**config.mk**
```make
export PLATFORM = sky130hd
export DESIGN_NAME = systolic_seq_ctrl
export DESIGN_NICKNAME = d
export VERILOG_FILES = /design/src/rtl/systolic_seq_ctrl.sv
export SDC_FILE = /design/constraint.sdc
export NUM_CORES = 1
export LEC_CHECK = 0
export CORE_MARGIN = 3
export CORE_UTILIZATION = 44
export DETAILED_ROUTE_END_ITERATION = 6
export GPL_TIMING_DRIVEN = 1
export PLACE_DENSITY = 0.87
export RECOVER_POWER = 50
export REMOVE_ABC_BUFFERS = 1
export SYNTH_ARGS = -nofsm -noshare
export SYNTH_HDL_FRONTEND = slang
export SYNTH_SLANG_ARGS = --single-unit
```
**constraint.sdc**
```tcl
create_clock -name clk -period 4.85 [get_ports clk]
set_input_delay 1.455 -clock clk [delete_from_list [all_inputs] [get_ports clk]]
set_output_delay 1.455 -clock clk [all_outputs]
set_load 0.03 [all_outputs]
```
**src/rtl/systolic_seq_ctrl.sv**
```systemverilog
// Tile sequencer for the NxN output-stationary PE array: clear, skewed A/B feed, drain, row readout.
// Latency start->done is k_len+3N with res_ready high; readout stalls indefinitely while res_ready is low.
module systolic_seq_ctrl #(
  parameter int N = 4,
  parameter int K_WIDTH = 16,
  localparam int ROW_W = $clog2(N)
) (
  input  logic                 clk,
  input  logic                 rst_n,
  input  logic                 start,
  input  logic [K_WIDTH-1:0]   k_len,
  input  logic                 abort,
  output logic                 busy,
  output logic                 done,
  output logic                 array_clr,
  output logic [N-1:0]         a_feed_vld,
  output logic [N*K_WIDTH-1:0] a_feed_k,
  output logic [N-1:0]         b_feed_vld,
  output logic [N*K_WIDTH-1:0] b_feed_k,
  output logic                 res_valid,
  input  logic                 res_ready,
  output logic [ROW_W-1:0]     res_row_sel,
  output logic                 res_last
);
  localparam int T_W = K_WIDTH + 1;

  typedef enum logic [2:0] {IDLE, CLEAR, FEED, OUTPUT, FIN} state_t;

  state_t             state;
  logic [K_WIDTH-1:0] k_lat;
  logic [T_W-1:0]     t;
  logic [ROW_W-1:0]   row;
  logic [T_W-1:0]     t_end;
  logic [T_W-1:0]     d;
  logic               live_abort;
  logic               t_last;

  assign live_abort = abort && (state == CLEAR || state == FEED || state == OUTPUT);
  // Last FEED cycle: final product lands on PE(N-1,N-1) at t = k_len + 2N - 3.
  assign t_end  = {1'b0, k_lat} + T_W'(2 * N - 3);
  assign t_last = (t == t_end);

  always_ff @(posedge clk or negedge rst_n) begin
    if (!rst_n) begin
      state <= IDLE;
      k_lat <= '0;
      t     <= '0;
      row   <= '0;
    end else if (live_abort) begin
      state <= FIN;
      t     <= '0;
      row   <= '0;
    end else begin
      case (state)
        IDLE: begin
          if (start) begin
            k_lat <= k_len;
            t     <= '0;
            row   <= '0;
            state <= CLEAR;
          end
        end
        CLEAR: begin
          t     <= '0;
          state <= (k_lat == '0) ? OUTPUT : FEED;
        end
        FEED: begin
          if (t_last) begin
            t     <= '0;
            state <= OUTPUT;
          end else begin
            t <= t + 1'b1;
          end
        end
        OUTPUT: begin
          if (res_ready) begin
            if (row == ROW_W'(N - 1)) begin
              row   <= '0;
              state <= FIN;
            end else begin
              row <= row + 1'b1;
            end
          end
        end
        FIN: begin
          t     <= '0;
          row   <= '0;
          state <= IDLE;
        end
        default: state <= IDLE;
      endcase
    end
  end

  always_comb begin
    a_feed_vld = '0;
    a_feed_k   = '0;
    d          = '0;
    for (int i = 0; i < N; i++) begin
      d = t - T_W'(i);
      if (state == FEED && !abort && t >= T_W'(i) && d < {1'b0, k_lat}) begin
        a_feed_vld[i]                  = 1'b1;
        a_feed_k[i*K_WIDTH +: K_WIDTH] = d[K_WIDTH-1:0];
      end
    end
  end

  // Column j uses the same skew as row i, so the B schedule mirrors A.
  assign b_feed_vld  = a_feed_vld;
  assign b_feed_k    = a_feed_k;

  assign busy        = (state != IDLE);
  assign done        = (state == FIN);
  assign array_clr   = (state == CLEAR) || live_abort;
  assign res_valid   = (state == OUTPUT) && !abort;
  assign res_row_sel = row;
  assign res_last    = res_valid && (row == ROW_W'(N - 1));

endmodule

```
## Word level (Yosys, flattened, before mapping)

Cells that the tools add are included.

| storage, ports and cells | value |
|---|---|
| output and inout bits | 143 |
| bits in registers | 38 |
| bits of input ports | 21 |
| word-level logic and storage cells | 79 |

| operators by class | value |
|---|---|
| eq/ne operators | 10 |
| reductions and logical operators | 26 |
| muxes and demuxes | 24 |
| magnitude comparators | 8 |
| bitwise logic cells | 1 |
| $add $sub $neg | 6 |

Operators with widths:

| kind | number |
|---|---|
| $lt 17x16->1 | 4 |
| $mux 16 | 4 |
| $mux 17 | 3 |
| $pmux 17 s3 | 1 |
| $ge 17x1->1 const B | 2 |
| $ge 17x2->1 const B | 2 |
| $sub 17x2->17 const B | 2 |
| $add 16x3->17 const B | 1 |
| $add 17x1->17 const B | 1 |
| $eq 17x17->1 | 1 |
| $sub 17x1->17 const B | 1 |
| $logic_not 16->1 | 1 |
| $mux 3 | 5 |
| $logic_and 1x1->1 | 12 |
| $pmux 3 s4 | 1 |
| $ne 3x3->1 const B | 3 |
| $mux 2 | 4 |
| $reduce_bool 4->1 | 2 |
| $eq 3x2->1 const B | 2 |
| $pmux 2 s3 | 1 |
| $reduce_and 3->1 | 2 |
| $mux 1 | 5 |
| $reduce_and 4->1 | 1 |
| $eq 3x1->1 const B | 1 |
| other kinds (11) | 13 |

## Logic depth before layout (Yosys ltp)

| depth | value |
|---|---|
| depth after elaboration | 6 |
| depth in mapped cells | 19 |
| mapped depth without buffers | 16 |

## Worst setup path before layout

Ideal clock, no wire load.

| timing path | value |
|---|---|
| path kind | register -> output |
| from | register t[1] |
| to | output port b_feed_k[39] |
| cell stages (with the launch flop) | 18 |
| required time | 3395 ps |
| arrival time | 4190 ps |
| setup slack | -795 ps |
| path through | dfrtp_1 > clkbuf_1 > inv_1 > ha_1 > nand2b_1 > or4_4 > inv_1 > nand2_1 > xnor2_1 > ha_1 > a21o_1 > a21o_1 > a21oi_1 > nand2_1 > o211ai_1 > a21oi_1 > nor4_1 > buf_4 |

| on the way | value |
|---|---|
| cells in the longest elaborated chain, start to end | 4 |
| elaborated cells on any way between the ends | 6 |
| those cells by class | add/sub (1); order compare (2); mux (1); reduce/logical (2) |

RTL lines:

| item | RTL line | source |
|---|---|---|
| start, declared | 31 | `logic [T_W-1:0] t;` |
| start signal, assigned | 72 | `t <= t + 1'b1;` |
| $sub 17x2->17 / $ge 17x2->1 (equally long branches) | 100, 101 |  |
| $lt 17x16->1 / $logic_and 1x1->1 (equally long branches) | 101 | `if (state == FEED && !abort && t >= T_W'(i) && d < {1'b0, k_lat}) begin` |
| $logic_and 1x1->1 | 101 |  |
| $mux 16 (*) | 101 |  |
| end, declared | 19 | `output logic [N*K_WIDTH-1:0] b_feed_k,` |

Every way passes the cells marked *; elsewhere a longest branch is shown, timed or not.

## Final worst setup path

| timing path | value |
|---|---|
| from | register t[4] |
| to | output port a_feed_k[21] |

| on the way | value |
|---|---|
| cells in the longest elaborated chain, start to end | 4 |
| elaborated cells on any way between the ends | 6 |
| those cells by class | add/sub (1); order compare (2); mux (1); reduce/logical (2) |

RTL lines:

| item | RTL line | source |
|---|---|---|
| $sub 17x1->17 / $ge 17x1->1 (equally long branches) | 100, 101 |  |
| $lt 17x16->1 / $logic_and 1x1->1 (equally long branches) | 101 |  |
| $logic_and 1x1->1 | 101 |  |
| $mux 16 (*) | 101 |  |
| end, declared | 17 | `output logic [N*K_WIDTH-1:0] a_feed_k,` |

Marks and branches as above.

==> metrics.md <==
| Metric | Value |
|---|---|
| Number of maximum-capacitance constraint violations | 3 |
| Areal power density over the cells | 329 nW/um2 |
| Final setup violation count | 102 |
| Overall fraction of global-route tracks in use | 0.273 |
| Register area share after synthesis | 0.173 |
| Required arrival time at the worst endpoint | 3390 ps |
| Count of input and output buffers | 163 |
| Startpoint type of the worst setup path | register |
| Worst vdd ir | 0.327 mV |
| Summed instance area of the synthesized netlist | between 5000 and 6000 um2 |
| Clock edge transition at the registers on the reported setup and hold paths | 60 ps |
| FP Rows | 40 |
| Async set-or-reset flop fraction in the synthesized netlist | 1.00 |
| Clock latency on the worst-skew pair | 290 ps |
| CP Max Fanout | 7 |
| Die Footprint | approximately 14000 um2 |
| Data arrival, critical path | 4300 ps |
| Final Critical Period | 5750 ps |
| Routed Antenna Nets | 0 |
| Floorplan Core Area | 12100 um2 |
| Boundary pin count | 164 |
| Largest net degree at the start of global routing | 39 |
| Post-synthesis to final-layout area growth | 55.4% |
| Proportion of layout cells with a drive suffix above 1 | 0.425 |
| Tcrit/Tclk final | 1.19 |
| Height of the die | 118 um |
| Post-synthesis cell count | about 710 |
| CTS Buffer Depth | 2 |
| HPWL after detailed placement | 14400 um |
| Cell type with the highest aggregate area in the netlist | sky130_fd_sc_hd__dfrtp_1 |
| Run status | complete, but fails checks |
| Number of flops mapped to enable cells by yosys | 0 |
| Global-route wire length before repair | approximately 31000 um |
| Vias after detailed routing | 6353 |
| Most frequent standard cell in the layout excluding fill and tap cells | sky130_fd_sc_hd__buf_4 |
| Maximum achievable frequency | 0.174 GHz |
| Number of synthesized register bits | 38 |
| Number of antenna violations at the first check in global routing | 0 |
| Area of all placed cells without fillers | 8560 um2 |
| Violation count after the first detailed-route iteration | approximately 620 |
| Max_slew headroom | -0.373 |
| Synth Warn # | 0 |
| Failing checks | capacitance limit, slew limit, setup timing |
| GR Overflow Total | 0 |
| Final-report hold violation count | 0 |
| Number of iterations in the first detailed-routing pass | 5 |
| Via count of the first global-routing pass | around 6.0k |
| Number of buffers created by CTS | 5 |
| Final nets | 1022 |
| Antenna diode count | 0 |
| H-tree Lvls | 2 |
| Routability congestion estimate from global placement | 0.940 |
| WL/cell | between 20 and 25 um |
| Placed instance area | 7250 um2 |
| Mean Syn Cell Area | 7.79 um2 |
| DR DRC count | 0 |
| Leak pwr | 4.29 nW |
| Type of element capturing the critical path | output port |
| Setup slack of the critical path after layout | -904 ps |
| Distinct cells, synth | 61 |
| Post-detailed-route via-to-cell ratio | between 5 and 6 |
| Most used flip-flop cell after synthesis | sky130_fd_sc_hd__dfrtp_1 |
| Cells taking the most area after synthesis | sky130_fd_sc_hd__dfrtp_1 17%, sky130_fd_sc_hd__ha_1 16%, sky130_fd_sc_hd__buf_4 9.4% |
| Hold Path Class | reg2reg |
| Highest-count cells in the layout ignoring fill and taps | 203 x sky130_fd_sc_hd__buf_4, 79 x sky130_fd_sc_hd__buf_6, 69 x sky130_fd_sc_hd__ha_1 |
| Worst slack, placed | -507 ps |
| Chip width | between 100 and 150 um |
| WL final | between 20000 and 25000 um |
| Worst setup path category | reg2out |
| Worst-margin pin slew | approximately 2100 ps |
| Clock tree from TritonCTS | yes |
| Share of Yosys cell area claimed by the top area cell type | 0.173 |
| Setup skew after layout | about 4.7 ps |
| Count of final max-slew check failures | 87 |
| Effective utilization at floorplan | 0.454 |
| RSZ-0062 raised after global routing | yes |
| Sink count of the clock tree | 38 |
| Library cell used as clock root buffer | sky130_fd_sc_hd__clkbuf_16 |
## synth_stat cells (4+ instances only)
master and instances:
sky130_fd_sc_hd__buf_2 8, sky130_fd_sc_hd__nor3b_1 4, sky130_fd_sc_hd__nand4_1 13, sky130_fd_sc_hd__a21oi_1 24, sky130_fd_sc_hd__dfrtp_1 38, sky130_fd_sc_hd__a211oi_1 5, sky130_fd_sc_hd__xor2_1 31, sky130_fd_sc_hd__nor3_1 22
sky130_fd_sc_hd__inv_1 35, sky130_fd_sc_hd__nand3_1 17, sky130_fd_sc_hd__o21ai_0 38, sky130_fd_sc_hd__nor2b_1 48, sky130_fd_sc_hd__ha_1 72, sky130_fd_sc_hd__and2_1 14, sky130_fd_sc_hd__nor2_1 51, sky130_fd_sc_hd__clkbuf_1 17
sky130_fd_sc_hd__nand2_1 55, sky130_fd_sc_hd__nor4_1 12, sky130_fd_sc_hd__buf_4 69, sky130_fd_sc_hd__nand2b_1 7, sky130_fd_sc_hd__a2111oi_0 4, sky130_fd_sc_hd__xnor2_1 40, sky130_fd_sc_hd__a21o_1 17, sky130_fd_sc_hd__and3_1 9
## area by class of cell
class,count,area [um2]
multi-input cells,535,4300
clock buffers,5,125
flip-flops and latches,38,952
clock inverters,3,68.8
inverters,35,139
fillers,819,3560
well taps,168,210
repair buffers,314,2760
## metal layers
metal / share of wire / track usage / vias to the layer above
met1: 0.37 / 0.333 / 3010
met5: 0 / 0 / -
met3: 0.083 / 0.0519 / 91
li1: - / - / 2821
met4: 0.054 / 0.106 / 0
met2: 0.50 / 0.476 / 431
## flip-flops by register name, indices dropped and copies added, names as in the netlist
register,count
state,3
res_row_sel,2
t,17
k_lat,16
## per-stage QoR
| step | power (mW) | setup TNS, ps | std cells | hold WS, ps | util |
|---|---|---|---|---|---|
| 2_1_floorplan | 1.49 | -67990 | 607 | 569 | - |
| 3_3_place_gp | 2.09 | -28110 | 1045 | 556 | 0.599 |
| 3_5_place_dp | 2.14 | -39290 | 1045 | 573 | 0.599 |
| 4_1_cts | 2.67 | -26880 | 1083 | 583 | 0.671 |
| 5_1_grt | 3.00 | -86600 | 1098 | 602 | 0.706 |
| 6_report | 2.82 | -76260 | 1098 | 580 | 0.706 |
## critical path: stages (launching register included)
cell	delay [ps]
sky130_fd_sc_hd__dfrtp_1	470
sky130_fd_sc_hd__nor4_4	430
sky130_fd_sc_hd__nand2_1	170
sky130_fd_sc_hd__buf_4	170
sky130_fd_sc_hd__nor3_2	120
sky130_fd_sc_hd__nand2_1	110
sky130_fd_sc_hd__nor3_2	290
sky130_fd_sc_hd__nand2_1	140
sky130_fd_sc_hd__xnor2_2	180
sky130_fd_sc_hd__ha_1	360
sky130_fd_sc_hd__o21a_1	160
sky130_fd_sc_hd__o21ai_2	70
sky130_fd_sc_hd__or4_4	530
sky130_fd_sc_hd__o211ai_4	220
sky130_fd_sc_hd__buf_6	150
sky130_fd_sc_hd__buf_12	140
sky130_fd_sc_hd__buf_8	120
sky130_fd_sc_hd__nor2b_4	40
sky130_fd_sc_hd__buf_6	130
## where the power goes
| part | internal (mW) | switching (mW) | leakage [nW] | total, mW |
|---|---|---|---|---|
| combinational | 0.784 | 1.08 | 3.70 | 1.86 |
| sequential | 0.395 | 0.129 | 0.500 | 0.524 |
| clock | 0.295 | 0.134 | 0.0940 | 0.430 |
## kinds of logic (layout without fill, tap and decap cells)
family | count (synthesis) | count (layout) | synth area share
xor gates and xnor gates | 71 | 71 | 0.113
buffers and inverters | 135 | 357 | 0.144
DFF | 38 | 38 | 0.173
AOI/OAI and AO/OA | 121 | 121 | 0.145
muxes | 3 | 3 | 0.00568
adders and majority gates | 72 | 72 | 0.164
and+or+nand+nor | 267 | 268 | 0.256
## worst paths after layout
path	from	endpoint	slack, ps	cells after the start
min in group asynchronous	rst_n	k_lat[1]$_DFFE_PN0P_	1760	1
min reg2reg	res_row_sel[0]$_DFFE_PN0P_	res_row_sel[0]$_DFFE_PN0P_	580	2
max	t[4]$_DFFE_PN0P_	a_feed_k[21]	-900	18
max reg2reg	k_lat[0]$_DFFE_PN0P_	t[16]$_DFFE_PN0P_	800	9
max in group asynchronous	rst_n	t[5]$_DFFE_PN0P_	1760	1
min	res_row_sel[0]$_DFFE_PN0P_	res_row_sel[0]$_DFFE_PN0P_	580	2
## timing repair
item | CTS | global route
gates cloned | 2 | 1
buffers inserted | 28 | 16
resized for setup | 343 | 79
pin swaps | 11 | 31
endpoints found under the setup margin | 136 | 136
hold endpoints to repair | 0 | 0
hold buffers | 0 | 0
Power figures use the tool's default switching activity.
